[src/rtl/reg_bank_arbiter.sv]
// -----------------------------------------------------------------------------
// reg_bank_arbiter
//
// Shared command/status register bank with a two-requester arbiter. The host
// command path and the test sequencer each access the bank through a req/ack
// handshake. Accesses are serialised, and round-robin priority breaks ties.
//
// Ports
//   clk, notReset               : clock, async active-low reset
//   hReq/hWe/hAddr/hWdata       : host request, write enable, address, data
//   hAck/hRdata                 : host one-cycle ack, read data (held after ack)
//   tReq/tWe/tAddr/tWdata       : test-sequencer request (same semantics)
//   tAck/tRdata                 : test-sequencer ack and read data
//   clearAll                    : single-cycle pulse, clears every register
//   addrErr                     : pulses with an ack whose address >= NUM_REGS
//   busy                        : high while an access is in progress
// -----------------------------------------------------------------------------
module reg_bank_arbiter #(
    parameter int NUM_REGS = 8,
    parameter int DATA_W   = 32,
    parameter int ADDR_W   = 4
) (
    input  logic              clk,
    input  logic              notReset,
    input  logic              hReq,
    input  logic              hWe,
    input  logic [ADDR_W-1:0] hAddr,
    input  logic [DATA_W-1:0] hWdata,
    output logic              hAck,
    output logic [DATA_W-1:0] hRdata,
    input  logic              tReq,
    input  logic              tWe,
    input  logic [ADDR_W-1:0] tAddr,
    input  logic [DATA_W-1:0] tWdata,
    output logic              tAck,
    output logic [DATA_W-1:0] tRdata,
    input  logic              clearAll,
    output logic              addrErr,
    output logic              busy
);

    typedef enum logic [1:0] {IDLE, ACC_H, ACC_T} state_t;

    localparam logic GRANT_H = 1'b0;
    localparam logic GRANT_T = 1'b1;

    // Index width covering exactly NUM_REGS entries; the upper address bits
    // only matter for the range check.
    localparam int              IDX_W      = (NUM_REGS > 1) ? $clog2(NUM_REGS) : 1;
    localparam logic [ADDR_W:0] NUM_REGS_C = (ADDR_W + 1)'(NUM_REGS);

    state_t              state_q,     state_d;
    logic                last_grant_q, last_grant_d;
    logic                clr_pend_q,  clr_pend_d;
    logic                acc_we_q,    acc_we_d;
    logic [ADDR_W-1:0]   acc_addr_q,  acc_addr_d;
    logic [DATA_W-1:0]   acc_wdata_q, acc_wdata_d;
    logic [DATA_W-1:0]   regs_q [NUM_REGS];
    logic [DATA_W-1:0]   regs_d [NUM_REGS];
    logic                h_ack_q,     h_ack_d;
    logic                t_ack_q,     t_ack_d;
    logic [DATA_W-1:0]   h_rdata_q,   h_rdata_d;
    logic [DATA_W-1:0]   t_rdata_q,   t_rdata_d;
    logic                addr_err_q,  addr_err_d;
    logic                busy_q,      busy_d;

    logic                acc_in_range;
    logic [IDX_W-1:0]    acc_idx;
    logic [DATA_W-1:0]   rd_val;

    assign acc_in_range = ({1'b0, acc_addr_q} < NUM_REGS_C);
    assign acc_idx      = acc_addr_q[IDX_W-1:0];

    always_comb begin
        // NOTE: every variable gets a default before the case so no path
        // leaves it unassigned; otherwise synthesis infers a latch.
        state_d      = state_q;
        last_grant_d = last_grant_q;
        clr_pend_d   = clr_pend_q;
        acc_we_d     = acc_we_q;
        acc_addr_d   = acc_addr_q;
        acc_wdata_d  = acc_wdata_q;
        regs_d       = regs_q;
        h_rdata_d    = h_rdata_q;
        t_rdata_d    = t_rdata_q;
        h_ack_d      = 1'b0;
        t_ack_d      = 1'b0;
        addr_err_d   = 1'b0;
        rd_val       = '0;

        case (state_q)
            IDLE: begin
                if (clearAll || clr_pend_q) begin
                    // A clear (fresh or deferred) owns this cycle; requests
                    // simply wait one more cycle.
                    for (int i = 0; i < NUM_REGS; i++) begin
                        regs_d[i] = '0;
                    end
                    clr_pend_d = 1'b0;
                end else if (hReq && (!tReq || last_grant_q == GRANT_T)) begin
                    state_d      = ACC_H;
                    last_grant_d = GRANT_H;
                    acc_we_d     = hWe;
                    acc_addr_d   = hAddr;
                    acc_wdata_d  = hWdata;
                end else if (tReq) begin
                    state_d      = ACC_T;
                    last_grant_d = GRANT_T;
                    acc_we_d     = tWe;
                    acc_addr_d   = tAddr;
                    acc_wdata_d  = tWdata;
                end
            end

            ACC_H, ACC_T: begin
                state_d    = IDLE;
                addr_err_d = !acc_in_range;
                // A clear arriving mid-access must not collide with the write.
                if (clearAll) begin
                    clr_pend_d = 1'b1;
                end
                if (acc_we_q) begin
                    if (acc_in_range) begin
                        regs_d[acc_idx] = acc_wdata_q;
                    end
                end else begin
                    rd_val = acc_in_range ? regs_q[acc_idx] : '0;
                    if (state_q == ACC_H) begin
                        h_rdata_d = rd_val;
                    end else begin
                        t_rdata_d = rd_val;
                    end
                end
                if (state_q == ACC_H) begin
                    h_ack_d = 1'b1;
                end else begin
                    t_ack_d = 1'b1;
                end
            end

            default: state_d = IDLE;
        endcase

        busy_d = (state_d != IDLE);
    end

    // NOTE: sequential state uses non-blocking assignments so every flop
    // samples the pre-edge value regardless of statement order.
    always_ff @(posedge clk or negedge notReset) begin
        if (!notReset) begin
            state_q      <= IDLE;
            last_grant_q <= GRANT_T;
            clr_pend_q   <= 1'b0;
            acc_we_q     <= 1'b0;
            acc_addr_q   <= '0;
            acc_wdata_q  <= '0;
            // NOTE: the bank is reset because software relies on reading
            // zeros after reset; this keeps it in flops rather than RAM.
            for (int i = 0; i < NUM_REGS; i++) begin
                regs_q[i] <= '0;
            end
            h_ack_q      <= 1'b0;
            t_ack_q      <= 1'b0;
            h_rdata_q    <= '0;
            t_rdata_q    <= '0;
            addr_err_q   <= 1'b0;
            busy_q       <= 1'b0;
        end else begin
            state_q      <= state_d;
            last_grant_q <= last_grant_d;
            clr_pend_q   <= clr_pend_d;
            acc_we_q     <= acc_we_d;
            acc_addr_q   <= acc_addr_d;
            acc_wdata_q  <= acc_wdata_d;
            regs_q       <= regs_d;
            h_ack_q      <= h_ack_d;
            t_ack_q      <= t_ack_d;
            h_rdata_q    <= h_rdata_d;
            t_rdata_q    <= t_rdata_d;
            addr_err_q   <= addr_err_d;
            busy_q       <= busy_d;
        end
    end

    assign hAck    = h_ack_q;
    assign tAck    = t_ack_q;
    assign hRdata  = h_rdata_q;
    assign tRdata  = t_rdata_q;
    assign addrErr = addr_err_q;
    assign busy    = busy_q;

endmodule

[config.mk]
export PLATFORM = sky130hd
export DESIGN_NAME = reg_bank_arbiter
export DESIGN_NICKNAME = d
export VERILOG_FILES = /design/src/rtl/reg_bank_arbiter.sv
export SDC_FILE = /design/constraint.sdc
export NUM_CORES = 1
export LEC_CHECK = 0
export ABC_AREA = 1
export BUFFER_PORTS_ARGS = -buffer_cell sky130_fd_sc_hd__buf_4
export CAP_MARGIN = 10
export CORE_ASPECT_RATIO = 1.2
export CORE_MARGIN = 5
export CORE_UTILIZATION = 45
export DETAILED_ROUTE_END_ITERATION = 8
export GPL_ROUTABILITY_DRIVEN = 0
export PLACE_DENSITY = 0.67
export SLEW_MARGIN = 20
export SYNTH_ARGS = -nofsm -noshare
export SYNTH_HDL_FRONTEND = slang
export SYNTH_SLANG_ARGS = --single-unit
[constraint.sdc]
create_clock -name clk -period 1.8 [get_ports clk]
set_clock_uncertainty 0.2 [all_clocks]
set_input_delay 0.54 -clock clk [delete_from_list [all_inputs] [get_ports clk]]
set_output_delay 0.54 -clock clk [all_outputs]
set_load 0.03 [all_outputs]
; Yosys cells after proc, flatten, opt, wreduce, memory -nomap -nowiden
; Cells that the tools add are included.
[totals]
register_bits = 365
in_bits = 79
out_inout_bits = 68
elab_cells = 80
[classes]
order_cmp = 3
n_eq_ne = 6
n_mux = 31
bitwise = 4
n_reduce_logical = 16
[op_table]
columns = cell, n
row1 = 2-to-1 mux 256 bit, 3
row2 = case mux 256 bit (2 select lines), 1
row3 = bitwise mux 256 bit, 1
row4 = 2-to-1 mux 32 bit, 6
row5 = binary-select mux 32 bit (select 3 bit), 1
row6 = demux 32 bit (select 3 bit), 1
row7 = AND reduction 3 bit, 4
row8 = 2-to-1 mux 1 bit, 11
row9 = 2-to-1 mux 2 bit, 4
row10 = 2-to-1 mux 4 bit, 2
row11 = "!= test 2 bit, second input constant", 4
row12 = nonzero test 2 bit, 3
row13 = ">= comparator 4 bit, second input constant", 1
row14 = "less-than comparator 4 x 1 -> 1 bit, second input constant", 1
row15 = "less-than comparator 4 bit, second input constant", 1
row16 = NOT 3 -> 4 bit, 1
row17 = AND reduction 4 bit, 1
row18 = NOT 1 bit, 3
row19 = "equality test 2 x 1 -> 1 bit, second input constant", 1
row20 = "equality test 2 bit, second input constant", 1
row21 = logical AND 1 bit, 2
row22 = zero test 1 bit, 2
row23 = zero test 2 bit, 1
row24 = logical OR 1 bit, 2
row25 = other kinds (2), 2

; Logic depth before layout (Yosys ltp)
[logic_depth]
word_depth = 9
ltp_mapped = 11
mapped_depth_nobuf = 9

; Worst setup path after synthesis
; OpenSTA, ideal clock, no wires.
[synth_timing]
path_type = reg2reg
start = register state_q[0]
end = register regs_q[160] (netlist name)
setup_time_ns = 0.066
arrival_ns = 1.667
required_ns = 1.534
path_slack_ns = -0.133
path_stages_with_launch = 11
path_buffers = 2
period_less_slack_ns = 1.933
path_cell_list = dfrtp_1 inv_1 ha_1 nand2_1 o21ai_4 nand2_1 nor2_2 buf_2 buf_2 nand3_1 nand2_1
[synth_between]
elab_chain_len = 4
elab_cells_between_ends = 10
cone_classes = eq/ne (5) / mux (1) / reduce/logical (4)
[synth_rtl]
columns = element, line
row1 = from (decl), 52  ; state_t state_q, state_d;
row2 = from (signal assigned), 169  ; state_q <= state_d;
row3 = equality test 2 x 1 -> 1 bit / equality test 2 bit (equally long branches), 91  ; case (state_q)
row4 = OR reduction 2 bit, 91
row5 = != test 2 bit (no line) / nonzero test 2 bit (equally long branches), --
row6 = AND reduction 4 bit (no line), --
row7 = to (signal assigned), 175  ; regs_q <= regs_d;
row8 = to (decl), 58  ; logic [DATA_W-1:0] regs_q [NUM_REGS];
; Several ways; a longest one is shown, not always the timed one.
; A chain may end at the register's enable or synchronous reset.

; Worst setup path after layout
[layout_timing]
start = register state_q[1]
end = register regs_q[12] (netlist name)
; Same word-level chain as after synthesis.

==> qor.log <==
qor: route.remaining_antenna_violation_count_after_routing 0
qor: worst_setup_path.critPathMostFrequentCell sky130_fd_sc_hd__clkbuf_16
qor: pwr.comb_power_share 0.560
qor: die.effective_utilization_at_floorplan 0.455
qor: pwr.p_clk_frac 0.168
qor: sta.timing_hold_violations_final 0
qor: route.detail_route.iter0.violations 2007
qor: synth.synth_top_area_cell sky130_fd_sc_hd__dfrtp_1
qor: worst_setup_path.rr_startpoint state_q[1]
qor: synth.synth-async-reset-ratio 1.00
qor: global_routing.first_global_vias 16171
qor: global_routing.grt_util_all_layers 0.252
qor: outcome.run_status complete, but fails checks
qor: sta.timing.final.crit_share 1.13
qor: worst_setup_path.required_time_worst_endpoint 2070 ps
qor: route.drt_pre_antenna_iters 6
qor: worst_setup_path.critical_path.max_stage_delay 370 ps
qor: worst_setup_path.crit_type flip-flop to flip-flop
qor: pwr.seq_power_share 0.272
qor: route.drt-vias-per-instance 5.39
qor: clock_tree.worst_skew_late_latency 550 ps
qor: sta.grt_setup_unrepaired true
qor: synth.synth_nets 2604
qor: synth.synth_edf_count 0
qor: pwr.power.switching 22900 µW
qor: sta.finalCriticalPeriod 2040 ps
qor: sta.relSlewSlack 0.579
qor: die.die_h 230 µm
qor: synth.synth.most_common_cell sky130_fd_sc_hd__nand2_1
qor: pwr.power.switching_fraction 0.474
qor: route.remaining_drc_errors 0
qor: clock_tree.cts.sink_count 365
qor: worst_setup_path.worstPathMaxFanout 11
qor: synth.yosysSeqAreaShare 0.505
qor: clock_tree.clock_tree.htree_level_count 2
qor: synth.synth.cell_area 0.0181 mm²
qor: sta.max_clock_freq 0.490 GHz
qor: flow_run.maxCapViolCount 0
qor: global_routing.grt_start_max_net_pins 69
qor: worst_setup_path.buffers_plus_inverters_on_the_worst_setup_path 4
qor: synth.netlist_top_cells_area sky130_fd_sc_hd__dfrtp_1 (50%), sky130_fd_sc_hd__nand2_1 (22%), sky130_fd_sc_hd__nand3_1 (12%), sky130_fd_sc_hd__inv_1 (6.9%), sky130_fd_sc_hd__buf_2 (2.2%)
qor: synth.synth_cells 2522
qor: cells_and_area.n_antenna_cell 0
qor: clock_tree.cts.root.buffer_cell sky130_fd_sc_hd__clkbuf_16
qor: worst_setup_path.critPathSlowestCell sky130_fd_sc_hd__dfrtp_1
qor: synth.synth_flop_cell sky130_fd_sc_hd__dfrtp_1
qor: worst_hold_path.hold_class input port to flip-flop
qor: sta.report.final.setup_viol 372
qor: synth.synth.top_cells.by_count sky130_fd_sc_hd__nand2_1 (1043), sky130_fd_sc_hd__nand3_1 (448), sky130_fd_sc_hd__dfrtp_1 (364)
qor: global_routing.grt_overflow 0
qor: worst_hold_path.endpoint_with_the_worst_hold_slack acc_addr_q[1]
qor: sta.timing_worst_slew_pin_value 631 ps
qor: synth.synthDominantCellAreaShare 0.504
qor: die.ios 147
qor: global_routing.grt_antenna_before_repair 0
qor: clock_tree.cts.path.max_buffers 3
qor: worst_setup_path.cp_top_family buffers and inverters
qor: cells_and_area.final.fill_count 3414
qor: clock_tree.cts_inserted_buffers 38
qor: worst_setup_path.ff2ff_path_depth 11
qor: die.design.die.area 0.0443 mm²
qor: die.core-area 0.0397 mm²
qor: worst_setup_path.crit_path_cell_trace inv_2, ha_4, nand2_4, o21ai_4, nand2_2, nor2_4, buf_12, clkbuf_16, clkbuf_16, nand3_1, nand2_1
qor: pwr.totalPowerFinal 48400 µW
qor: pwr.pd_cells 2050 mW/mm²
qor: sta.finalWorstSetupSlack -240 ps
qor: cells_and_area.drive_gt1_frac 0.188
qor: synth.postSynthRegisterBits 365
qor: cells_and_area.final_design_area_no_fill 0.0237 mm²
qor: worst_hold_path.worstHoldStart hAddr[1]
qor: worst_setup_path.sort_of_element_at_the_end_of_the_critical_path flip-flop
qor: worst_setup_path.startpoint_types flip-flop
qor: outcome.violations setup timing
qor: cells_and_area.layout.nets 2786
qor: place.dpl.hpwl 33600 µm
qor: route.vias 17595
qor: worst_setup_path.timing.rr.end regs_q[12]
qor: synth.per_instance_average_area_after_synthesis 7.17 µm²
qor: route.detail_route.wl_per_cell 19.2 µm
qor: place.placed_cell_area 0.0207 mm²
qor: pwr.peakVddDrop 1.60 mV
qor: die.chipWidth 193 µm
qor: clock_tree.clk_pin_slew_worst_paths 60 ps
qor: worst_hold_path.whs_path_depth 3
qor: cells_and_area.area_growth 30.9%
qor: die.rows 80
qor: place.place.port_buffers 146
qor: sta.finalMaxSlewViolations 0
qor: clock_tree.tritoncts done
qor: global_routing.wire_length_of_the_first_global_routing_pass 88600 µm
qor: pwr.power.leakage 0.0127 µW
qor: pwr.cell_internal_pwr 25500 µW
qor: synth.ys.warnings.count 0
qor: route.finalWirelength 62600 µm
qor: worst_setup_path.critPathArrivalTime 2310 ps
qor: worst_setup_path.r2r_slack -240 ps
qor: synth.synthDistinctLibCells 20
-- kinds of logic after synthesis --
logic type | after synthesis | share of synthesized area
simple gates | 1545 | 0.352
buf+inv | 518 | 0.113
flops | 365 | 0.505
compound gates | 91 | 0.0277
fa+ha+maj | 3 | 0.00208
-- flip-flops by register name, indices dropped and copies added (netlist names) --
name,flops
regs_q,256
acc_wdata_q,32
hRdata,32
tRdata,32
acc_addr_q,4
state_q,2
acc_we_q,1
addrErr,1
busy,1
clr_pend_q,1
hAck,1
last_grant_q,1
tAck,1
-- per-layer routing --
layer  part of all wire  routed length, µm  up-vias  global-route usage
li1                   -                  -     8066                   -
met1               0.40              25000     8350               0.362
met2               0.45              28400      963               0.399
met3               0.10               6500      216              0.0401
met4              0.043               2700        0              0.0655
met5                  0                  0        -                   0
-- worst max path at each step --
stage	from	endpoint	slack [ps]	cells past startpoint
2_1_floorplan	state_q[0]	regs_q[236]	-10	9
3_3_place_gp	state_q[1]	regs_q[225]	-160	10
3_5_place_dp	clearAll	acc_we_q	-200	8
4_1_cts	state_q[1]	regs_q[175]	-190	10
5_1_grt	state_q[1]	regs_q[12]	-310	11
6_report	state_q[1]	regs_q[12]	-240	11
-- final cells by class --
type	instances	area [µm²]	share of cell area
Timing Repair Buffer	323	3820	0.162
Sequential cell	365	9140	0.386
Clock inverter	10	135	0.00571
Tap cell	533	667	0.0282
Inverter	337	1280	0.0541
Clock buffer	56	1130	0.0477
Multi-Input combinational cell	1639	7490	0.316
-- cells in the final DEF, fill, tap and decap left out, types with 5 or more instances in the layout --
cell	count
sky130_fd_sc_hd__o21ai_0	73
sky130_fd_sc_hd__clkbuf_1	8
sky130_fd_sc_hd__clkinv_2	5
sky130_fd_sc_hd__nor2_4	5
sky130_fd_sc_hd__buf_6	6
sky130_fd_sc_hd__buf_4	213
sky130_fd_sc_hd__clkbuf_8	9
sky130_fd_sc_hd__o211ai_1	9
sky130_fd_sc_hd__nand2_1	1031
sky130_fd_sc_hd__nor2_1	38
sky130_fd_sc_hd__clkbuf_16	67
sky130_fd_sc_hd__nor2_2	11
sky130_fd_sc_hd__inv_2	5
sky130_fd_sc_hd__nand2_2	11
sky130_fd_sc_hd__nand3_1	358
sky130_fd_sc_hd__buf_8	11
sky130_fd_sc_hd__nand3_2	88
sky130_fd_sc_hd__inv_1	330
sky130_fd_sc_hd__buf_12	64
sky130_fd_sc_hd__dfrtp_1	361
-- worst register-to-register path, cell delays in order (launching register included) --
cell                        delay (ps)
sky130_fd_sc_hd__dfrtp_1           370
sky130_fd_sc_hd__inv_2              60
sky130_fd_sc_hd__ha_4              310
sky130_fd_sc_hd__nand2_4            60
sky130_fd_sc_hd__o21ai_4            70
sky130_fd_sc_hd__nand2_2            80
sky130_fd_sc_hd__nor2_4            130
sky130_fd_sc_hd__buf_12            150
sky130_fd_sc_hd__clkbuf_16         180
sky130_fd_sc_hd__clkbuf_16         170
sky130_fd_sc_hd__nand3_1           110
sky130_fd_sc_hd__nand2_1            90
-- stage by stage --
| stage | TNS [ps] | std cells | utilization | setup slack (ps) | hold slack, ps |
|---|---|---|---|---|---|
| after floorplan | -445 | 2522 | - | -10.3 | 44.4 |
| after global routing | -73150 | 3263 | 0.595 | -312 | 66.3 |
| after CTS | -39160 | 3207 | 0.555 | -190 | 56.2 |
| final | -43410 | 3263 | 0.595 | -240 | 65.9 |
| after global placement | -29900 | 3138 | 0.522 | -159 | 174 |
| after detailed placement | -39080 | 3138 | 0.522 | -204 | 176 |
-- power by group through the flow --
stage	Sequential (µW)	Combinational [µW]	Clock, µW
after floorplan	12800	12000	0
after CTS	12900	21700	8220
final	13200	27100	8130
after detailed placement	13000	21200	0
after global routing	13400	28500	8590
after global placement	13000	20900	0
-- timing repair --
action | CTS | global route
gates cloned | 1 | 37
endpoints found under the hold margin | 249 | 0
gates resized for setup | 6 | 151
endpoints found under the setup margin | 364 | 426
setup buffers | 1 | 19
pin swaps | 0 | 89
hold buffers | 1 | 0
Note: power is estimated with default switching activity, not from simulation.
